### src/rtl/puf_ctrl_pkg.sv
// Shared definitions for the arbiter PUF challenge sequencer: FSM state encoding,
// default geometry and the response synchronizer depth.
package puf_ctrl_pkg;

  typedef enum logic [2:0] {
    S_IDLE   = 3'd0,
    S_CLEAR  = 3'd1,
    S_LAUNCH = 3'd2,
    S_SAMPLE = 3'd3,
    S_DONE   = 3'd4
  } state_t;

  localparam int CH_W_DEF       = 8;
  localparam int SETTLE_CYC_DEF = 16;
  localparam int VOTES_DEF      = 7;
  localparam int CNT_W_DEF      = 4;
  localparam int SYNC_DEPTH     = 2;

endpackage

### src/rtl/puf_resp_sync.sv
// Multi-flop synchronizer bringing the raw, clock-asynchronous PUF response into clk.
module puf_resp_sync
  import puf_ctrl_pkg::*;
(
  input  logic clk,
  input  logic rst,
  input  logic d,
  output logic q
);

  logic [SYNC_DEPTH-1:0] sync_sr;

  always_ff @(posedge clk or negedge rst) begin
    if (!rst) sync_sr <= '0;
    else      sync_sr <= {sync_sr[SYNC_DEPTH-2:0], d};
  end

  assign q = sync_sr[SYNC_DEPTH-1];

endmodule

### src/rtl/puf_challenge_sequencer.sv
// Runs VOTES clear/launch/sample evaluations of an arbiter PUF per accepted challenge
// and returns the majority bit plus an all-agree stability flag.
module puf_challenge_sequencer
  import puf_ctrl_pkg::*;
#(
  parameter int CH_W       = CH_W_DEF,
  parameter int SETTLE_CYC = SETTLE_CYC_DEF,
  parameter int VOTES      = VOTES_DEF,
  parameter int CNT_W      = CNT_W_DEF
) (
  input  logic            clk,
  input  logic            rst,
  input  logic            req_valid,
  output logic            req_ready,
  input  logic [CH_W-1:0] req_ch,
  output logic            rsp_valid,
  input  logic            rsp_ready,
  output logic            rsp_bit,
  output logic            rsp_stable,
  output logic [CH_W-1:0] puf_ch,
  output logic            puf_launch,
  output logic            puf_arb_rst,
  input  logic            puf_resp,
  output logic            busy
);

  localparam logic [7:0]       TMR_LOAD = 8'(SETTLE_CYC - 1);
  localparam logic [CNT_W-1:0] VOTES_C  = CNT_W'(VOTES);
  localparam logic [CNT_W-1:0] HALF_C   = CNT_W'(VOTES / 2);

  state_t           state, state_nxt;
  logic [7:0]       phase_tmr;
  logic [CNT_W-1:0] vote_cnt, ones_cnt, vote_inc;
  logic             resp_sync, accept, launch_nxt;

  puf_resp_sync u_resp_sync (
    .clk (clk),
    .rst (rst),
    .d   (puf_resp),
    .q   (resp_sync)
  );

  assign req_ready = (state == S_IDLE);
  assign busy      = (state != S_IDLE);
  assign accept    = req_valid && req_ready;
  assign vote_inc  = vote_cnt + CNT_W'(1);

  always_comb begin
    state_nxt = state;
    case (state)
      S_IDLE:   if (accept) state_nxt = S_CLEAR;
      S_CLEAR:  if (phase_tmr == 8'd0) state_nxt = S_LAUNCH;
      S_LAUNCH: if (phase_tmr == 8'd0) state_nxt = S_SAMPLE;
      S_SAMPLE: state_nxt = (vote_inc == VOTES_C) ? S_DONE : S_CLEAR;
      S_DONE:   if (rsp_valid && rsp_ready) state_nxt = S_IDLE;
      default:  state_nxt = S_IDLE;
    endcase
    // Launch/arbiter-clear are registered from the next state so they track it glitch-free.
    launch_nxt = (state_nxt == S_LAUNCH) || (state_nxt == S_SAMPLE);
  end

  always_ff @(posedge clk or negedge rst) begin
    if (!rst) begin
      state       <= S_IDLE;
      puf_launch  <= 1'b0;
      puf_arb_rst <= 1'b1;
    end else begin
      state       <= state_nxt;
      puf_launch  <= launch_nxt;
      puf_arb_rst <= ~launch_nxt;
    end
  end

  always_ff @(posedge clk or negedge rst) begin
    if (!rst) begin
      phase_tmr  <= '0;
      vote_cnt   <= '0;
      ones_cnt   <= '0;
      puf_ch     <= '0;
      rsp_valid  <= 1'b0;
      rsp_bit    <= 1'b0;
      rsp_stable <= 1'b0;
    end else begin
      if ((state_nxt != state) && ((state_nxt == S_CLEAR) || (state_nxt == S_LAUNCH)))
        phase_tmr <= TMR_LOAD;
      else if (phase_tmr != 8'd0)
        phase_tmr <= phase_tmr - 8'd1;

      if (accept) begin
        puf_ch   <= req_ch;
        vote_cnt <= '0;
        ones_cnt <= '0;
      end else if (state == S_SAMPLE) begin
        vote_cnt <= vote_inc;
        ones_cnt <= ones_cnt + CNT_W'(resp_sync);
      end

      // First DONE cycle resolves the vote; the result then holds until the handshake.
      if (state == S_DONE) begin
        if (!rsp_valid) begin
          rsp_valid  <= 1'b1;
          rsp_bit    <= (ones_cnt > HALF_C);
          rsp_stable <= (ones_cnt == '0) || (ones_cnt == VOTES_C);
        end else if (rsp_ready) begin
          rsp_valid  <= 1'b0;
        end
      end
    end
  end

endmodule

### config.mk
export PLATFORM = sky130hd
export DESIGN_NAME = puf_challenge_sequencer
export DESIGN_NICKNAME = d
export VERILOG_FILES = /design/src/rtl/puf_ctrl_pkg.sv /design/src/rtl/puf_resp_sync.sv /design/src/rtl/puf_challenge_sequencer.sv
export SDC_FILE = /design/constraint.sdc
export NUM_CORES = 1
export LEC_CHECK = 0
export ABC_CLOCK_PERIOD_IN_PS = 2500
export CORE_ASPECT_RATIO = 0.8
export CORE_MARGIN = 5
export CORE_UTILIZATION = 60
export DETAILED_ROUTE_END_ITERATION = 16
export DONT_BUFFER_PORTS = 1
export PLACE_DENSITY = 0.86
export SYNTH_ARGS = -nofsm -noshare
export SYNTH_HDL_FRONTEND = slang
export SYNTH_SLANG_ARGS = --single-unit
export TNS_END_PERCENT = 5
### constraint.sdc
create_clock -name clk -period 2.5 [get_ports clk]
set_input_delay 0.125 -clock clk [delete_from_list [all_inputs] [get_ports clk]]
set_output_delay 0.125 -clock clk [all_outputs]
set_load 0.02 [all_outputs]
==> flow_summary.toml <==
[timing]
period_share_pct = 88.2
maxSlewHeadroom_pct = 56.2
finClkSkew_ns = 0.00814
hold_viol = 0
finalCriticalPeriod_ns = 2.21
tightest_slew_ns = 0.648
fmax_ghz = 0.453
setup_viol = 0
fin_ws_ns = 0.294
slew_violations = 0
timing.setup.tns_ns = 0
grt_setup_unrepaired = "no"

[outcome]
status = "completed"

[min_path]
hp-class = "input port to asynchronous set/reset pin"

[synthesis]
yosysTopAreaCell = "dfrtp_1"
synthesis.nets = 187
ys_seq_area_share_pct = 52.7
synthCells = 169
synth_edf_count = 0
ys.flop_type = "dfrtp_1"
yosysUniqueCellTypes = 36
synth_area_mm2 = 0.00162
yosysWarnings = 0
ys_async_sr_fraction_pct = 100
synth.avg_cell_area_um2 = 9.57
synth_top_area_share_pct = 51.0
synthTopCellsByArea = "dfrtp_1, nand2_1, o21ai_0, ha_1, nor2_1"
synth-seq-cells = 34

[worst_setup_path]
arrival_ns = 2.47
cp-start-kind = "flip-flop"
rr_startpoint = "phase_tmr[0]"
path_max_fanout = 7
r2r_cells = 6
regToRegSetupSlack_ns = 0.29
critical_path_class = "flip-flop to flip-flop"
reg2reg_to = "state[0]"
critPathRequiredTime_ns = 2.76
crit_path_end_kind = "flip-flop"

[floorplan]
start_util_pct = 64.1
die_h_um = 56.4
core_mm2 = 0.00252
ios = 28
die_area_mm2 = 0.00384
rows = 16
dieWidth_um = 68.1

[drt]
ant_nets = 0
met2_length_mm = 1.77
wl_mm = 3.57
first_iter_violations = 119
routedWlPerCell_um = 16.2
m1WireLength_mm = 1.37
via_per_inst = 6.00
top_layer_used = "met4"
route.detailed.drc = 0
dr.pass1.iters = 4
num_vias = 1321
dr_wl_met3_um = 284

[cells_and_area]
final_common_cell = "nand2_1"
final_cell_mix = "nand2_1, dfrtp_1, o21ai_0, nor2_1, dlygate4sd3_1"
final_nets = 202
antennaDiodeCount = 0
drive_above_1_share_pct = 7.07
syn_to_final_growth_pct = 13.1

[global_routing]
grt_pass1_wl_mm = 6.07
antenna_found_initial = 0
grt_overflow_total = 0
grt_max_degree = 35
track_usage_pct = 21.6
grt_pass1_vias = 1316

[power]
p_comb_share_pct = 28.6
power.switching_mw = 0.720
total_power_mw = 1.75
leakage_nw = 0.846
powerDensity_mw_per_mm2 = 955
clkPwrFrac_pct = 16.0
power_report.internal_total_mw = 1.03
ir_drop_v = 0.000613
switching_share_pct = 41.2
pwr-share-seq_pct = 55.4

[clock_network]
post-cts-setup-buffers = 0
clkLatencyLatePin_ns = 0.34
clkTransAtPathRegs_ns = 0.10
hold_buffers = 12
ctsLongestPathBuffers = 2
clock-sinks = 34
postCtsResizedCells = 0
htree_levels = 2
cts_tree = "done"
cts-root-buf = "clkbuf_4"
numCtsBuffers = 5

[run]
cap_viol_max_count = 0

[placement]
place.gp.congestion = 0.780
place_ws_ns = 0.343
dp_hpwl_mm = 2.34
port-buffer-count = 0
==> metal layers <==
| layer | global-route usage [%] | vias up |
|---|---|---|
| li1 | - | 614 |
| met1 | 25.2 | 635 |
| met2 | 33.8 | 54 |
| met3 | 7.98 | 18 |
| met4 | 12.2 | 0 |
| met5 | 0 | - |
==> power groups by stage <==
stage	combinational [mW]	sequential, mW	clock (mW)
6_report	0.499	0.968	0.280
5_1_grt	0.567	0.993	0.316
4_1_cts	0.495	0.965	0.284
3_5_place_dp	0.467	0.973	0
3_3_place_gp	0.420	0.956	0
2_1_floorplan	0.371	0.922	0
==> state kept, by name (all words and copies together) (netlist names), 2 cells and up <==
register             flops
vote_cnt                 4
u_resp_sync.sync_sr      2
ones_cnt                 4
state                    3
phase_tmr                8
puf_ch                   8
==> stage by stage <==
step	cells	area, um^2	hold slack, ns	utilization [%]
after global routing	220	1830	0.217	72.6
after global placement	201	1660	-0.170	65.6
after detailed placement	201	1660	-0.170	65.6
final	220	1830	0.222	72.6
after CTS	220	1830	0.211	72.6
after floorplan	169	1620	-0.171	-
==> kinds of logic (layout without fill, tap and decap cells) <==
group / count (synthesis) / count (layout) / share of synthesized area, %
DFF: 34 / 34 / 52.7
muxes: 4 / 4 / 2.55
AOI/OAI and AO/OA: 30 / 30 / 11.1
adders and majority gates: 5 / 5 / 3.87
and+or+nand+nor: 82 / 82 / 25.5
xor gates and xnor gates: 3 / 3 / 1.62
buffers and inverters: 11 / 26 / 2.71
==> cells in the mapped netlist, types with 3 or more instances <==
cell      count
xor2_1        3
ha_1          5
nand2_1      35
nor3_1        5
nand2b_1      4
mux2i_1       3
dfrtp_1      33
nand3_1       5
nor2_1       12
o21ai_0      14
clkbuf_1      3
inv_1         6
a21oi_1       6
nand3b_1      4
nor4b_1       3
==> cell type report <==
type | count | area (um^2)
sequential | 34 | 852
multi-input combinational | 124 | 728
fill | 219 | 692
timing repair buffer | 13 | 138
clock buffer | 7 | 45.0
tap | 36 | 45.0
inverter | 6 | 22.5
==> worst max-delay path, stage by stage, from the launching register on <==
cell	delay, ns
dfrtp_1	0.40
inv_1	0.12
ha_1	0.20
nor4b_1	0.55
and2_1	0.37
mux2_2	0.36
o21ai_0	0.13
==> worst max-delay path by stage <==
stage	from	endpoint
global route	phase_tmr[0]	state[0]
finish	phase_tmr[0]	state[0]
detailed placement	phase_tmr[0]	state[0]
CTS	phase_tmr[0]	state[0]
global placement	state[1]	phase_tmr[2]
floorplan	phase_tmr[0]	state[0]
No activity file was read; power rests on OpenSTA's default activity.
